File: src/rtl/mod_instruction_fetch.sv
// Instruction-fetch sequencer: drives the instruction ROM from the PC and registers
// fetched words into the IF/ID boundary, with stall, redirect and end-of-memory halt.
module mod_instruction_fetch #(
  parameter logic [29:0] RESET_PC = 30'd0
) (
  input  logic        clk,
  input  logic        reset_n,
  output logic [29:0] rom_address,
  input  logic [31:0] rom_instruction,
  input  logic        rom_mem_end,
  input  logic        stall,
  input  logic        redirect_valid,
  input  logic [29:0] redirect_address,
  output logic [31:0] instr,
  output logic [29:0] instr_pc,
  output logic        instr_valid,
  output logic        halted,
  output logic [31:0] fetch_count
);

  localparam int unsigned PC_W    = 30;
  localparam int unsigned INSTR_W = 32;
  localparam int unsigned CNT_W   = 32;

  typedef enum logic {
    ST_RUN  = 1'b0,
    ST_HALT = 1'b1
  } state_t;

  state_t             state, state_nxt;
  logic [PC_W-1:0]    pc, pc_nxt;
  logic [INSTR_W-1:0] instr_nxt;
  logic [PC_W-1:0]    instr_pc_nxt;
  logic               instr_valid_nxt;
  logic [CNT_W-1:0]   fetch_count_nxt;

  // State and IF/ID registers; reset wins over every other input.
  always_ff @(posedge clk) begin
    if (!reset_n) begin
      state       <= ST_RUN;
      pc          <= RESET_PC;
      instr       <= '0;
      instr_pc    <= '0;
      instr_valid <= 1'b0;
      fetch_count <= '0;
    end else begin
      state       <= state_nxt;
      pc          <= pc_nxt;
      instr       <= instr_nxt;
      instr_pc    <= instr_pc_nxt;
      instr_valid <= instr_valid_nxt;
      fetch_count <= fetch_count_nxt;
    end
  end

  // Next-state logic, priority: redirect, stall, end-of-memory, fetch.
  always_comb begin
    state_nxt       = state;
    pc_nxt          = pc;
    instr_nxt       = instr;
    instr_pc_nxt    = instr_pc;
    instr_valid_nxt = instr_valid;
    fetch_count_nxt = fetch_count;

    if (redirect_valid) begin
      state_nxt       = ST_RUN;
      pc_nxt          = redirect_address;
      instr_valid_nxt = 1'b0;
    end else begin
      case (state)
        ST_RUN: begin
          if (!stall) begin
            if (rom_mem_end) begin
              state_nxt       = ST_HALT;
              instr_valid_nxt = 1'b0;
            end else begin
              instr_nxt       = rom_instruction;
              instr_pc_nxt    = pc;
              instr_valid_nxt = 1'b1;
              pc_nxt          = pc + PC_W'(1);
              fetch_count_nxt = fetch_count + CNT_W'(1);
            end
          end
        end
        ST_HALT: begin
          instr_valid_nxt = 1'b0;
        end
        default: begin
          state_nxt = ST_RUN;
        end
      endcase
    end
  end

  assign rom_address = pc;
  assign halted      = (state == ST_HALT);

endmodule

File: config.mk
export PLATFORM = sky130hd
export DESIGN_NAME = mod_instruction_fetch
export DESIGN_NICKNAME = d
export VERILOG_FILES = /design/src/rtl/mod_instruction_fetch.sv
export SDC_FILE = /design/constraint.sdc
export NUM_CORES = 1
export LEC_CHECK = 0
export CORE_MARGIN = 1.5
export CORE_UTILIZATION = 41
export CTS_CLUSTER_SIZE = 25
export DETAILED_ROUTE_END_ITERATION = 6
export PLACE_DENSITY = 0.82
export SLEW_MARGIN = 20
export SYNTH_ARGS = -nofsm -noshare
export SYNTH_HDL_FRONTEND = slang
export SYNTH_SLANG_ARGS = --single-unit
File: constraint.sdc
create_clock -name clk -period 2.3 [get_ports clk]
set_input_delay 0.23 -clock clk [delete_from_list [all_inputs] [get_ports clk]]
set_output_delay 0.23 -clock clk [all_outputs]
set_load 0.01 [all_outputs]
==> results of run 1 <==
-- layer usage --
metal | wire (microns) | up-vias | part of all wire
met5 | 0 | - | 0
met4 | 447 | 0 | 0.026
met3 | 1170 | 34 | 0.069
met2 | 8070 | 210 | 0.48
met1 | 7230 | 2720 | 0.43
li1 | - | 2848 | -
-- worst paths after layout --
check | start | endpoint | slack, ps
min reg2reg | instr_pc[9] | instr_pc[9] | 450
max | rom_address[0] | rom_address[16] | 80
min | rom_instruction[1] | instr[1] | 350
max reg2reg | rom_address[0] | rom_address[16] | 80
-- registers in the layout, summed over array words and instances, names as in the netlist --
signal / cells
halted: 1
instr_pc: 30
fetch_count: 32
instr: 32
rom_address: 30
instr_valid: 1
-- logic make-up (layout without fill, tap and decap cells) --
kind of cell               after synthesis  count (layout)  synth area share
AOI/OAI and AO/OA                      173             173             0.182
xor gates and xnor gates                20              20            0.0324
adders and majority gates                2               2           0.00462
buffers and inverters                   51             266            0.0358
DFF                                    126             126             0.466
muxes                                    2               2           0.00370
and+or+nand+nor                        300             300             0.276
-- power groups by stage --
stage	Sequential, mW	Combinational, mW	Clock [mW]
floorplan	2.39	0.172	0
global route	2.34	0.577	2.92
global placement	2.37	0.525	0
detailed placement	2.38	0.530	0
finish	2.33	0.533	2.78
CTS	2.33	0.534	2.82
-- worst max-delay path, stage by stage (launching register included) --
cell,delay [ps]
dfxtp_4,340
ha_1,180
or4b_4,500
or3_4,420
or4_1,520
a31oi_1,180
-- repair_timing --
action | in CTS | in global routing
endpoints found under the setup margin | 2 | 10
gates resized for setup | 2 | 6
pin swaps | 0 | 1
-- synth_stat cells (2+ instances only) --
library cell  count  area, sq um
a211oi_1          5         37.5
a21oi_1          95          475
a311oi_1          2         17.5
a31oi_1          11         68.8
and2_1            2         12.5
and3_1            7         43.8
and4_1           10         87.6
buf_1             2         7.51
clkbuf_1         40          150
dfxtp_1         126         2520
ha_1              2         25.0
inv_1             6         22.5
mux2i_1           2         20.0
nand2_1         145          544
nand2b_1          2         12.5
nand3_1          24          120
nand4_1          25          156
nor2_1           18         67.6
nor3_1            7         35.0
nor4_1            9         56.3
o211a_1           2         20.0
o211ai_1          5         37.5
o21ai_0          30          150
o31ai_1          19          143
or2_2             2         12.5
or3_1            22          138
or4_1            22          165
xnor2_1           9         78.8
xor2_1           11         96.3
-- final cells by class --
cell class                 instances  area [sq um]
fill                            1069          4450
multi-input combinational        497          2740
sequential                       126          2530
timing repair buffer             228          2200
clock buffer                      25           505
tap                              172           215
clock inverter                     6           105
inverter                           7          27.5
-- per-stage QoR --
step | setup TNS [ps] | hold slack, ps | area [sq um] | worst slack, ps
6_report | 0 | 347 | 8330 | 76.6
5_1_grt | 0 | 355 | 8330 | 8.58
4_1_cts | 0 | 337 | 8300 | 4.45
3_5_place_dp | -3110 | 446 | 7680 | -340
3_3_place_gp | -2480 | 441 | 7680 | -267
2_1_floorplan | 0 | 361 | 5420 | 3.44
==> metrics.sh, run 1 <==
GLOBALROUTEMET2UTIL=0.397
FINAL_ANTENNA_NET_COUNT=0
HOLD-PATH-CELL-COUNT=3
HTREE_NUM_LEVELS=4
GRT_PASS1_VIAS=5315
FINAL_LAYOUT_SIZE_SUFFIX_GT1_FRAC=0.0877
SYNTHDISTINCTLIBCELLS=41
CLOCK_POWER_SHARE=0.493
MAXCAPVIOLATIONS=0
MAX_CLOCK_FREQ_MHz=450
R2R_CELLS=5
CLOCK-SINKS=126
PORT-BUFFER-COUNT=192
POSTCTSHOLDBUFS=0
POWER_PER_CELL_AREA_mW_PER_MM2=679
CLK_TRANSITION_REPORTED_PATHS_PS=60
CELL_AREA_AFTER_SYNTHESIS_SQ_MM=0.00541
CTS.REPAIR_TIMING.SETUP_BUFFER_COUNT=0
GRT_OVERFLOW=0
REMAINING_DRC_ERRORS=0
VIAS=5812
TRACK_USAGE=0.243
POWER_SWITCHING_SHARE=0.224
SETUP.WORST_PATH.START_CLASS='register'
POST_DP_HPWL_MM=11.5
CTS_TREE='built'
DIE_WIDTH_MICRONS=118
PLACED_CELLS_INCL_TAPS=1030
GRT_USE_MET1=0.300
MAXIMUM_CLOCK_SKEW_AT_FINAL_LAYOUT_PS=8.57
CTS-BUFFERS-INSERTED=17
FIN_MAX_SLEW_VIOS=0
AREA_GROWTH_SYNTH_TO_FINISH_PCT=53.8
TOP_LEVEL_I_O_COUNT=193
POSTSYNTHNETCOUNT=743
WL_MM=16.9
UNREPAIRED_SETUP_ENDPOINTS_AFTER_GLOBAL_ROUTING='no'
LAYOUT.CORE_UTILIZATION=0.652
TIMING.CRITICAL_PATH.FANOUT_MAX=7
VERTICAL_DIE_DIMENSION_MICRONS=118
LAYOUT.CELLS.MOST_COMMON='clkdlybuf4s50_1'
NUM-NETS-FINAL=946
INITIALDRTVIOLATIONCOUNT=457
YOSYSWARNINGS=0
GRT_PEAK_USE_LAYER='met2'
ROWS=41
FINAL_CELL_MIX='clkdlybuf4s50_1 (192), nand2_1 (145), dfxtp_1 (124)'
STDCELL_COUNT=1061
DETAILED_ROUTING_ITERATION_COUNT_FOR_THE_PRE_ANTENNA_REPAIR_PASS=5
COMBINATIONALPOWERSHARE=0.094
FINALHOLDVIOLCOUNT=0
SYNTH_EDF_COUNT=0
PIN_COUNT_OF_THE_BIGGEST_NET_ENTERING_GLOBAL_ROUTING=66
DIE_AREA_SQ_MM=0.0139
INITIAL_UTILIZATION=0.424
ANTENNA-DIODE-COUNT=0
GP_CONGESTION=0.837
POST-ROUTE-MIN-PERIOD_PS=2220
LAYOUT_WORST_PATH_CYCLE_SHARE=0.967
MET3_LAYER_USAGE_REPORTED_BY_GLOBAL_ROUTE=0.0761
POST_SYNTH_INST_COUNT=674
MAX_SLEW_MARGIN=0.536
VIAS_PER_CELL=5.48
CLOCK_TREE.ROOT_CELL='clkbuf_16'
STATUS='completed'
SWITCHING_POWER_mW=1.27
YS.FLOP_TYPE='dfxtp_1'
CRITICAL_PATH_SINK_TYPE='register'
SYNTH-SEQ-AREA-SHARE=0.466
P_LEAK_nW=2.79
POWER_TOTAL_mW=5.65
WIRE_LENGTH_OF_THE_FIRST_GLOBAL_ROUTING_PASS_MM=27.4
WORSTHOLDPATHTYPE='input port to register'
GRT_ANTENNA_BEFORE_REPAIR=0
DATA_REQUIRED_CRITICAL_PATH_PS=2650
SYNTH.AVG_CELL_AREA_SQ_UM=8.03
TIMING.FINAL.SETUP_VIOLATIONS=0
VDD_IR_DROP_MAX_uV=491
WORST_SKEW_PAIR.LATE_LATENCY_PS=430
COREAREA_SQ_MM=0.0128
SYNTH-ASYNC-RESET-RATIO=0
CP_DATA_ARRIVAL_TIME_PS=2570
P_INT_mW=4.38
POWER.SHARE.SEQUENTIAL=0.413
CLOCK_TREE.BUFFER_DEPTH=2
POST_DRT_WL_PER_CELL_MICRONS=15.9
WORST_PIN_SLEW_PS=696
CRIT_PATH_CATEGORY='register to register'
YS_SEQ_ELEMENTS=126
Note: power is estimated with default switching activity, not from simulation.
==> inputs of run 2 (changes only) <==
Settings changed: GPL_ROUTABILITY_DRIVEN set to 0.
==> results of run 2 <==
Same layout as run 1: the final DEF is identical, and so are final timing and power.
